## config.mk

```make
export PLATFORM = sky130hd
export DESIGN_NAME = cp0_irq_handler
export DESIGN_NICKNAME = d
export VERILOG_FILES = /design/src/rtl/cp0_pkg.sv /design/src/rtl/cp0_irq_handler.sv
export SDC_FILE = /design/constraint.sdc
export NUM_CORES = 1
export LEC_CHECK = 0
export CAP_MARGIN = 20
export CELL_PAD_IN_SITES_DETAIL_PLACEMENT = 1
export CELL_PAD_IN_SITES_GLOBAL_PLACEMENT = 1
export CORE_MARGIN = 5
export CORE_UTILIZATION = 47
export CTS_BUF_LIST = sky130_fd_sc_hd__clkbuf_4 sky130_fd_sc_hd__clkbuf_8
export DETAILED_ROUTE_END_ITERATION = 8
export DONT_BUFFER_PORTS = 1
export GPL_TIMING_DRIVEN = 0
export PLACE_DENSITY_LB_ADDON = 0.1
export SYNTH_ARGS = -nofsm -noshare
export SYNTH_HDL_FRONTEND = slang
export SYNTH_SLANG_ARGS = --single-unit
```

## constraint.sdc

```tcl
create_clock -name clk -period 2.8 [get_ports clk]
set_input_delay 0.14 -clock clk [delete_from_list [all_inputs] [get_ports clk]]
set_output_delay 0.14 -clock clk [all_outputs]
set_load 0.01 [all_outputs]
```

## src/rtl/cp0_pkg.sv

```systemverilog
// Shared constants for the coprocessor-0 interrupt/exception block:
// register numbers, exception codes, SR/Cause field positions and the vector.
package cp0_pkg;

  // mfc0/mtc0 register numbers served by this block
  typedef enum logic [4:0] {
    REG_SR    = 5'd12,
    REG_CAUSE = 5'd13,
    REG_EPC   = 5'd14,
    REG_PRID  = 5'd15
  } cp0_reg_e;

  // Exception codes written into Cause.ExcCode
  typedef enum logic [4:0] {
    EXC_INT  = 5'd0,
    EXC_ADEL = 5'd4,
    EXC_ADES = 5'd5,
    EXC_RI   = 5'd10,
    EXC_OV   = 5'd12
  } exc_code_e;

  // SR field positions
  localparam int SR_IE     = 0;
  localparam int SR_EXL    = 1;
  localparam int SR_IM_LO  = 10;
  localparam int SR_IM_HI  = 15;

  // Cause field positions
  localparam int CAUSE_EXC_LO = 2;
  localparam int CAUSE_EXC_HI = 6;
  localparam int CAUSE_IP_LO  = 10;
  localparam int CAUSE_IP_HI  = 15;
  localparam int CAUSE_BD     = 31;

  // Handler entry point the pipeline redirects to on IntReq
  localparam logic [31:0] EXC_VECTOR = 32'h0000_4180;

endpackage

```

## src/rtl/cp0_irq_handler.sv

```systemverilog
// Coprocessor-0 interrupt/exception receiver: samples HWInt into Cause.IP,
// raises IntReq, commits exception entry (EXL/EPC/BD/ExcCode), handles eret
// via EXLClr and serves mfc0/mtc0 for SR, Cause, EPC and PRId.
import cp0_pkg::*;

module cp0_irq_handler #(
  parameter logic [31:0] PRID    = 32'h4D49_5053,
  parameter logic [31:0] EPC_RST = 32'h0000_3000
) (
  input  logic        clk,
  input  logic        reset,
  input  logic [4:0]  A1,
  input  logic [4:0]  A2,
  input  logic [31:0] DIn,
  input  logic        We,
  input  logic [31:0] PC,
  input  logic        BD,
  input  logic        ExcReq,
  input  logic [4:0]  ExcIn,
  input  logic [5:0]  HWInt,
  input  logic        EXLClr,
  output logic        IntReq,
  output logic [31:0] EPC,
  output logic [31:0] DOut
);

  logic [5:0]  im;
  logic        ie;
  logic        exl;
  logic [5:0]  ip;
  logic        cause_bd;
  logic [4:0]  exc_code;
  logic [31:0] epc_q;

  logic        hw_req;
  logic [31:0] epc_entry;
  logic [31:0] sr_word;
  logic [31:0] cause_word;
  logic [1:0]  unused_pc_bits;

  assign unused_pc_bits = PC[1:0];

  // Interrupt request: masked hardware lines or an internal exception, both blocked by EXL
  assign hw_req = ie & ~exl & (|(im & ip));
  assign IntReq = hw_req | (ExcReq & ~exl);

  // Delay-slot instructions resume at the branch; the 30-bit word decrement wraps
  assign epc_entry = BD ? {PC[31:2] - 30'd1, 2'b00} : {PC[31:2], 2'b00};

  assign sr_word    = {16'd0, im, 8'd0, exl, ie};
  assign cause_word = {cause_bd, 15'd0, ip, 3'd0, exc_code, 2'b00};
  assign EPC        = epc_q;

  // CP0 register state: IP sampling, exception entry, eret and mtc0 writes
  always_ff @(posedge clk or posedge reset) begin
    if (reset) begin
      im       <= '0;
      ie       <= 1'b0;
      exl      <= 1'b0;
      ip       <= '0;
      cause_bd <= 1'b0;
      exc_code <= '0;
      epc_q    <= EPC_RST;
    end else begin
      ip <= HWInt;
      if (IntReq) begin
        exl      <= 1'b1;
        cause_bd <= BD;
        epc_q    <= epc_entry;
        exc_code <= hw_req ? EXC_INT : ExcIn;
      end else begin
        if (We && (A2 == REG_SR)) begin
          im  <= DIn[SR_IM_HI:SR_IM_LO];
          exl <= DIn[SR_EXL];
          ie  <= DIn[SR_IE];
        end
        if (We && (A2 == REG_EPC)) begin
          epc_q <= {DIn[31:2], 2'b00};
        end
        // NOTE: the last non-blocking assignment to a signal in a block wins,
        // so eret overrides an EXL value written by mtc0 in the same cycle.
        if (EXLClr) begin
          exl <= 1'b0;
        end
      end
    end
  end

  // mfc0 read mux from current register values (no write bypass)
  always_comb begin
    // NOTE: default first so every path assigns DOut and no latch is inferred.
    DOut = '0;
    case (A1)
      REG_SR:    DOut = sr_word;
      REG_CAUSE: DOut = cause_word;
      REG_EPC:   DOut = epc_q;
      REG_PRID:  DOut = PRID;
      default:   DOut = '0;
    endcase
  end

endmodule

```

==> results.sh, run 1 <==
export IMPL_p_leak_nw=1.48
export IMPL_period_share_pct=88.4
export IMPL_slowest_stage="nor2_2"
export IMPL_finalHoldViolations=0
export IMPL_antenna_diode_count=0
export IMPL_max_freq_ghz=0.404
export IMPL_yosys_top_cells_count="61 x nor2_1, 48 x dfrtp_1, 28 x a21oi_1"
export IMPL_ioPinCount=156
export IMPL_max_stage_delay_ps=430
export IMPL_finalCriticalPeriod_ps=2470
export IMPL_synth_area_top_cells="dfrtp_1 38%, mux2_2 9.7%, nor2_1 7.3%"
export IMPL_grtUsageTotal_pct=24.6
export IMPL_arrival_ps=2670
export IMPL_dp_hpwl_mm=7.76
export IMPL_endpoint_kind="flip-flop"
export IMPL_drv_slew=0
export IMPL_synth_top_area_share_pct=38.2
export IMPL_ys_ff_latch=50
export IMPL_timing_hold_ws_ps=8.57
export IMPL_worst_slack_ps=326
export IMPL_ys_seq_area_share_pct=39.8
export IMPL_drive_gt1_share_pct=12.8
export IMPL_vias=2778
export IMPL_floorplan_initialDensity_pct=49.0
export IMPL_fill_cells=778
export IMPL_tritoncts="done"
export IMPL_use_met3_pct=8.02
export IMPL_dieArea_um2=8430
export IMPL_rsz0062_at_grt="false"
export IMPL_stdcell_area_um2=3590
export IMPL_synthDistinctLibCells=44
export IMPL_p_total_mw=2.46
export IMPL_syn_to_final_growth_pct=14.2
export IMPL_worst_pin_slew_ps=829
export IMPL_cts_buffers=5
export IMPL_root_buffer="clkbuf_8"
export IMPL_synthMostInstantiatedCell="nor2_1"
export IMPL_first_global_vias=3009
export IMPL_yosysWarnings=0
export IMPL_relSlewSlack_pct=44.7
export IMPL_antenna_found_initial=0
export IMPL_grt_pass1_wl_mm=16.4
export IMPL_peakVddDrop_mv=0.288
export IMPL_regArea_um2=1250
export IMPL_crit_chain="a22oi_1 -> a31oi_1 -> o21bai_2 -> clkinv_1 -> nor2_2 -> mux2_2"
export IMPL_synth_edf_count=0
export IMPL_wire_per_inst_um=22.3
export IMPL_worst_path_max_fanout=10
export IMPL_core_rowCount=29
export IMPL_portBuffers=0
export IMPL_grtUsageMet2_pct=40.0
export IMPL_clkTransAtPathRegs_ps=90
export IMPL_power_density_nw_per_um2=686
export IMPL_busiest_layer="met2"
export IMPL_postCtsSetupRepairBufs=0
export IMPL_dieWidth_um=91.8
export IMPL_drt_iter0_drc=91
export IMPL_clock_path_buffers=2
export IMPL_remaining_drc_errors=0
export IMPL_postPlaceCellArea_um2=3270
export IMPL_finalSetupViolCount=0
export IMPL_required_ps=3000
export IMPL_met1_usage_pct=31.5
export IMPL_first_pass_iters=4
export IMPL_wl_mm=10.3
export IMPL_post_route_util_pct=56.0
export IMPL_place_congestion=0.791
export IMPL_finalClockSkew_ps=7.64
export IMPL_nNetsFinal=474
export IMPL_dp_cells=431
export IMPL_start_kind="flip-flop"
export IMPL_syn_cell_area_um2=3150
export IMPL_critPathKind="flip-flop to flip-flop"
export IMPL_grt_max_degree=34
export IMPL_cts_htree_levels=2
export IMPL_detail_route_antenna_nets=0
export IMPL_cts_sinks=50
export IMPL_coreArea_um2=6420
export IMPL_place_ws_ps=149
export IMPL_via_per_inst=6.04
export IMPL_synth_flop_cell="dfrtp_1"
export IMPL_clock_latency_ps=310
export IMPL_synth_area_leader_cell="dfrtp_1"
export IMPL_setup_tns_final_ps=0
export IMPL_synth_avg_cell_area_um2=8.94
export IMPL_die_h_um=91.8
export IMPL_synth_async_reset_ratio_pct=100
export IMPL_layout_cells_non_filler=460
export IMPL_holdCritPathClass="primary input to flip-flop"
export IMPL_maxCapViolCount=0
export IMPL_syn_instance_count=352
export IMPL_multiInputGateArea_um2=1790
export IMPL_grt_overflow=0
export IMPL_status="complete, no violations"
-- kinds of logic after synthesis --
kind of cell	synth area share [%]
adders and majority gates	0.398
DFF	39.8
AOI/OAI and AO/OA	11.3
other	0.119
buffers and inverters	3.38
muxes	14.4
and+or+nand+nor	23.0
xor gates and xnor gates	7.52
-- repair_timing --
action                                  in CTS  in global routing
endpoints found under the setup margin       0                  7
hold buffers                                21                  0
gates resized for setup                      0                  1
endpoints found under the hold margin       38                  0
-- sequential cells by signal, indices dropped and copies added, names as in the netlist --
register	count
EPC	30
exc_code	5
ip	6
exl	1
im	6
ie	1
cause_bd	1
-- final timing paths --
check,from,to,cells past startpoint,slack (ps)
worst max-delay path,ip[2],im[0],6,330
worst min-delay path,PC[31],EPC[31],2,9
worst max register to register,ip[2],im[0],6,330
worst min register to register,cause_bd,cause_bd,2,490
max in group asynchronous,reset,EPC[12],3,1940
min in group asynchronous,reset,EPC[22],2,280
-- area by class of cell --
type                            instances  area share, %
Timing Repair Buffer                   22           6.41
Multi-Input combinational cell        277           49.9
Clock inverter                          1          0.836
Tap cell                               77           2.68
Clock buffer                            7           2.33
Sequential cell                        50           34.9
Inverter                                6          0.627
Buffer                                 20           2.33
-- cell usage in the layout, fill, tap and decap left out, types with 3 or more instances in the layout --
master         count
inv_1              4
nor4_1             5
dfrtp_1           48
nand3b_1           5
o21ai_0           13
xor2_1            24
nor3_1             6
or3_1              4
mux2i_1           15
nor2_1            60
nand4b_1           4
or4_1              4
dlygate4sd3_1     21
a21oi_1           28
nand3_1            7
clkbuf_1          16
nor2b_1            4
a22o_1             5
a22oi_1            7
nand2_1           23
and2_1            11
xnor2_1            3
clkbuf_8           5
mux2_2            27
-- critical path, delay by kind of cell, from the launching register on --
kind	cells	cell delay, ps
AND/OR/NAND/NOR	1	430
flip-flops	1	400
AO/OA/AOI/OAI	3	840
buffers and inverters	1	310
multiplexers	1	390
-- power breakdown --
group,switching (mW),internal [mW]
Combinational,0.336,0.308
Sequential,0.314,0.970
Clock,0.248,0.287
Total,0.899,1.57
-- metal layers --
layer	vias up	routed length, um
li1	1275	-
met1	1361	4310
met2	132	4920
met3	10	946
met4	0	98
met5	-	0
(Power assumes the default switching activity.)
==> run 2: changes to the inputs <==
- ABC_AREA: unset -> 1
- CORE_UTILIZATION: 47 -> 43
- CTS_CLUSTER_DIAMETER: unset -> 200
==> results.sh, run 2 <==
export IMPL_status="complete, no violations"
export IMPL_synth_avg_cell_area_um2=6.03
export IMPL_final_cell_mix="211 x nand2_1, 91 x nor2_1, 85 x inv_1, 51 x o21ai_0"
export IMPL_core_rowCount=33
export IMPL_postCtsSetupRepairBufs=0
export IMPL_p_sw_mw=1.51
export IMPL_cts_htree_levels=2
export IMPL_via_per_inst=5.31
export IMPL_combPwrFrac_pct=39.5
export IMPL_grtUsageTotal_pct=25.9
export IMPL_fill_cells=1180
export IMPL_antenna_found_initial=0
export IMPL_peakVddDrop_mv=0.276
export IMPL_grt_max_degree=40
export IMPL_synth_async_reset_ratio_pct=100
export IMPL_syn_instance_count=594
export IMPL_first_pass_iters=6
export IMPL_required_ps=2990
export IMPL_period_share_pct=69.8
export IMPL_finalHoldViolations=0
export IMPL_coreArea_um2=8180
export IMPL_finalSetupViolCount=0
export IMPL_clock_path_buffers=2
export IMPL_floorplan_initialDensity_pct=43.8
export IMPL_start_kind="flip-flop"
export IMPL_pwr_share_clk_pct=15.9
export IMPL_nNetsFinal=716
export IMPL_setup_tns_final_ps=0
export IMPL_stdcell_area_um2=4060
export IMPL_drv_slew=0
export IMPL_die_h_um=101
export IMPL_ys_ff_latch=50
export IMPL_drt_iter0_drc=169
export IMPL_detail_route_antenna_nets=0
export IMPL_clock_latency_ps=300
export IMPL_endpoint_kind="flip-flop"
export IMPL_synth_edf_count=0
export IMPL_dp_hpwl_mm=10.9
export IMPL_largest_reg_flops=30
export IMPL_cts_buffers=5
export IMPL_relSlewSlack_pct=57.8
export IMPL_remaining_drc_errors=0
export IMPL_rsz0062_at_grt="false"
export IMPL_ys_seq_area_share_pct=35.0
export IMPL_power_density_nw_per_um2=800
export IMPL_max_freq_ghz=0.512
export IMPL_wire_per_inst_um=18.5
export IMPL_yosys_top_cells_count="211 x nand2_1, 91 x nor2_1, 86 x inv_1"
export IMPL_synthDistinctLibCells=26
export IMPL_yosysWarnings=0
export IMPL_grt_pass1_wl_mm=20.8
export IMPL_dieArea_um2=10300
export IMPL_synth_flop_cell="dfrtp_1"
export IMPL_synth_area_leader_cell="dfrtp_1"
export IMPL_internal_power_mw=1.73
export IMPL_maxCapViolCount=0
export IMPL_antenna_diode_count=0
export IMPL_holdCritPathClass="primary input to flip-flop"
export IMPL_arrival_ps=2140
export IMPL_layout_cells_non_filler=730
export IMPL_finalClockSkew_ps=5.28
export IMPL_root_buffer="clkbuf_8"
export IMPL_vias=3878
export IMPL_synth_area_top_cells="dfrtp_1 34%, nand2_1 22%, nor2_1 9.5%"
export IMPL_seqPwrFrac_pct=44.6
export IMPL_final_common_cell="nand2_1"
export IMPL_place_congestion=0.864
export IMPL_tritoncts="done"
export IMPL_wl_mm=13.5
export IMPL_syn_cell_area_um2=3580
export IMPL_syn_to_final_growth_pct=13.3
export IMPL_ioPinCount=156
export IMPL_worst_pin_slew_ps=633
export IMPL_cts_sinks=50
export IMPL_dp_cells=701
export IMPL_clkTransAtPathRegs_ps=100
export IMPL_grt_overflow=0
export IMPL_p_leak_nw=2.09
export IMPL_dieWidth_um=101
export IMPL_first_global_vias=4097
export IMPL_portBuffers=0
export IMPL_critPathKind="flip-flop to flip-flop"
export IMPL_finalCriticalPeriod_ps=1950
export IMPL_postPlaceCellArea_um2=3740
export IMPL_swShare_pct=46.6
export IMPL_synthMostInstantiatedCell="nand2_1"
export IMPL_drive_gt1_share_pct=4.64
export IMPL_worst_path_max_fanout=10
export IMPL_synth_top_area_share_pct=33.5
-- run 2: power groups by stage --
stage	registers [mW]	logic, mW	clock network [mW]
after floorplan	1.35	0.919	0
after global placement	1.45	1.19	0
after detailed placement	1.47	1.25	0
after CTS	1.45	1.29	0.524
after global routing	1.48	1.47	0.554
final	1.45	1.28	0.517
-- run 2: what timing repair did --
action / 4_1_cts / 5_1_grt
gates resized for setup: 0 / 0
endpoints found under the hold margin: 69 / 0
hold buffers: 21 / 0
-- run 2: routing by layer --
layer | GRT usage (%) | routed length, um | part of all wire [%] | up-vias
li1 | - | - | - | 1890
met1 | 31.6 | 5580 | 41 | 1833
met2 | 46.7 | 6640 | 49 | 139
met3 | 4.96 | 1060 | 7.9 | 16
met4 | 7.06 | 244 | 1.8 | 0
met5 | 0 | 0 | 0 | -
-- run 2: per-stage QoR --
| stage | hold WS [ps] | total power [mW] | util [%] | setup slack, ps |
|---|---|---|---|---|
| 4_1_cts | 4.82 | 3.26 | 49.6 | 824 |
| 3_3_place_gp | 172 | 2.64 | 45.5 | 876 |
| 3_5_place_dp | -16.1 | 2.72 | 45.7 | 835 |
| 6_report | 9.81 | 3.25 | 49.6 | 845 |
| 2_1_floorplan | 171 | 2.27 | - | 1350 |
| 5_1_grt | 16.1 | 3.51 | 49.6 | 657 |
-- run 2: worst max-delay path, cell delays in order, from the launching register on --
cell and delay (ps):
dfrtp_1 420, nand2_1 80, nand4_1 160, o21ai_4 300, nand2_4 170, clkbuf_1 290, o21ai_0 340, nand2_1 80
-- run 2: cell families after synthesis --
group	synth area share, %
flip-flops	35.0
other	0.105
adder cells (fa/ha/maj)	0.349
XOR/XNOR	1.22
AO/OA/AOI/OAI	9.85
buffers and inverters	11.7
AND/OR/NAND/NOR	41.7
-- run 2: path summary, 6_finish.rpt --
path	from	endpoint	slack [ps]	cells past startpoint
min in group asynchronous	reset	ip[4]	240	2
setup reg to reg	im[2]	EPC[4]	850	7
hold reg to reg	EPC[13]	EPC[13]	530	2
hold / removal	ExcIn[2]	exc_code[2]	10	2
max in group asynchronous	reset	EPC[12]	2010	3
setup / recovery	im[2]	EPC[4]	850	7
-- run 2: layout make-up --
type                            count  area, um^2  area share (%)
Buffer                             19        97.6            2.40
Clock buffer                        5        68.8            1.70
Clock inverter                      3        43.8            1.08
Inverter                           86         323            7.95
Multi-Input combinational cell    440        1910            47.1
Sequential cell                    50        1250            30.9
Tap cell                          105         131            3.24
Timing Repair Buffer               22         230            5.67
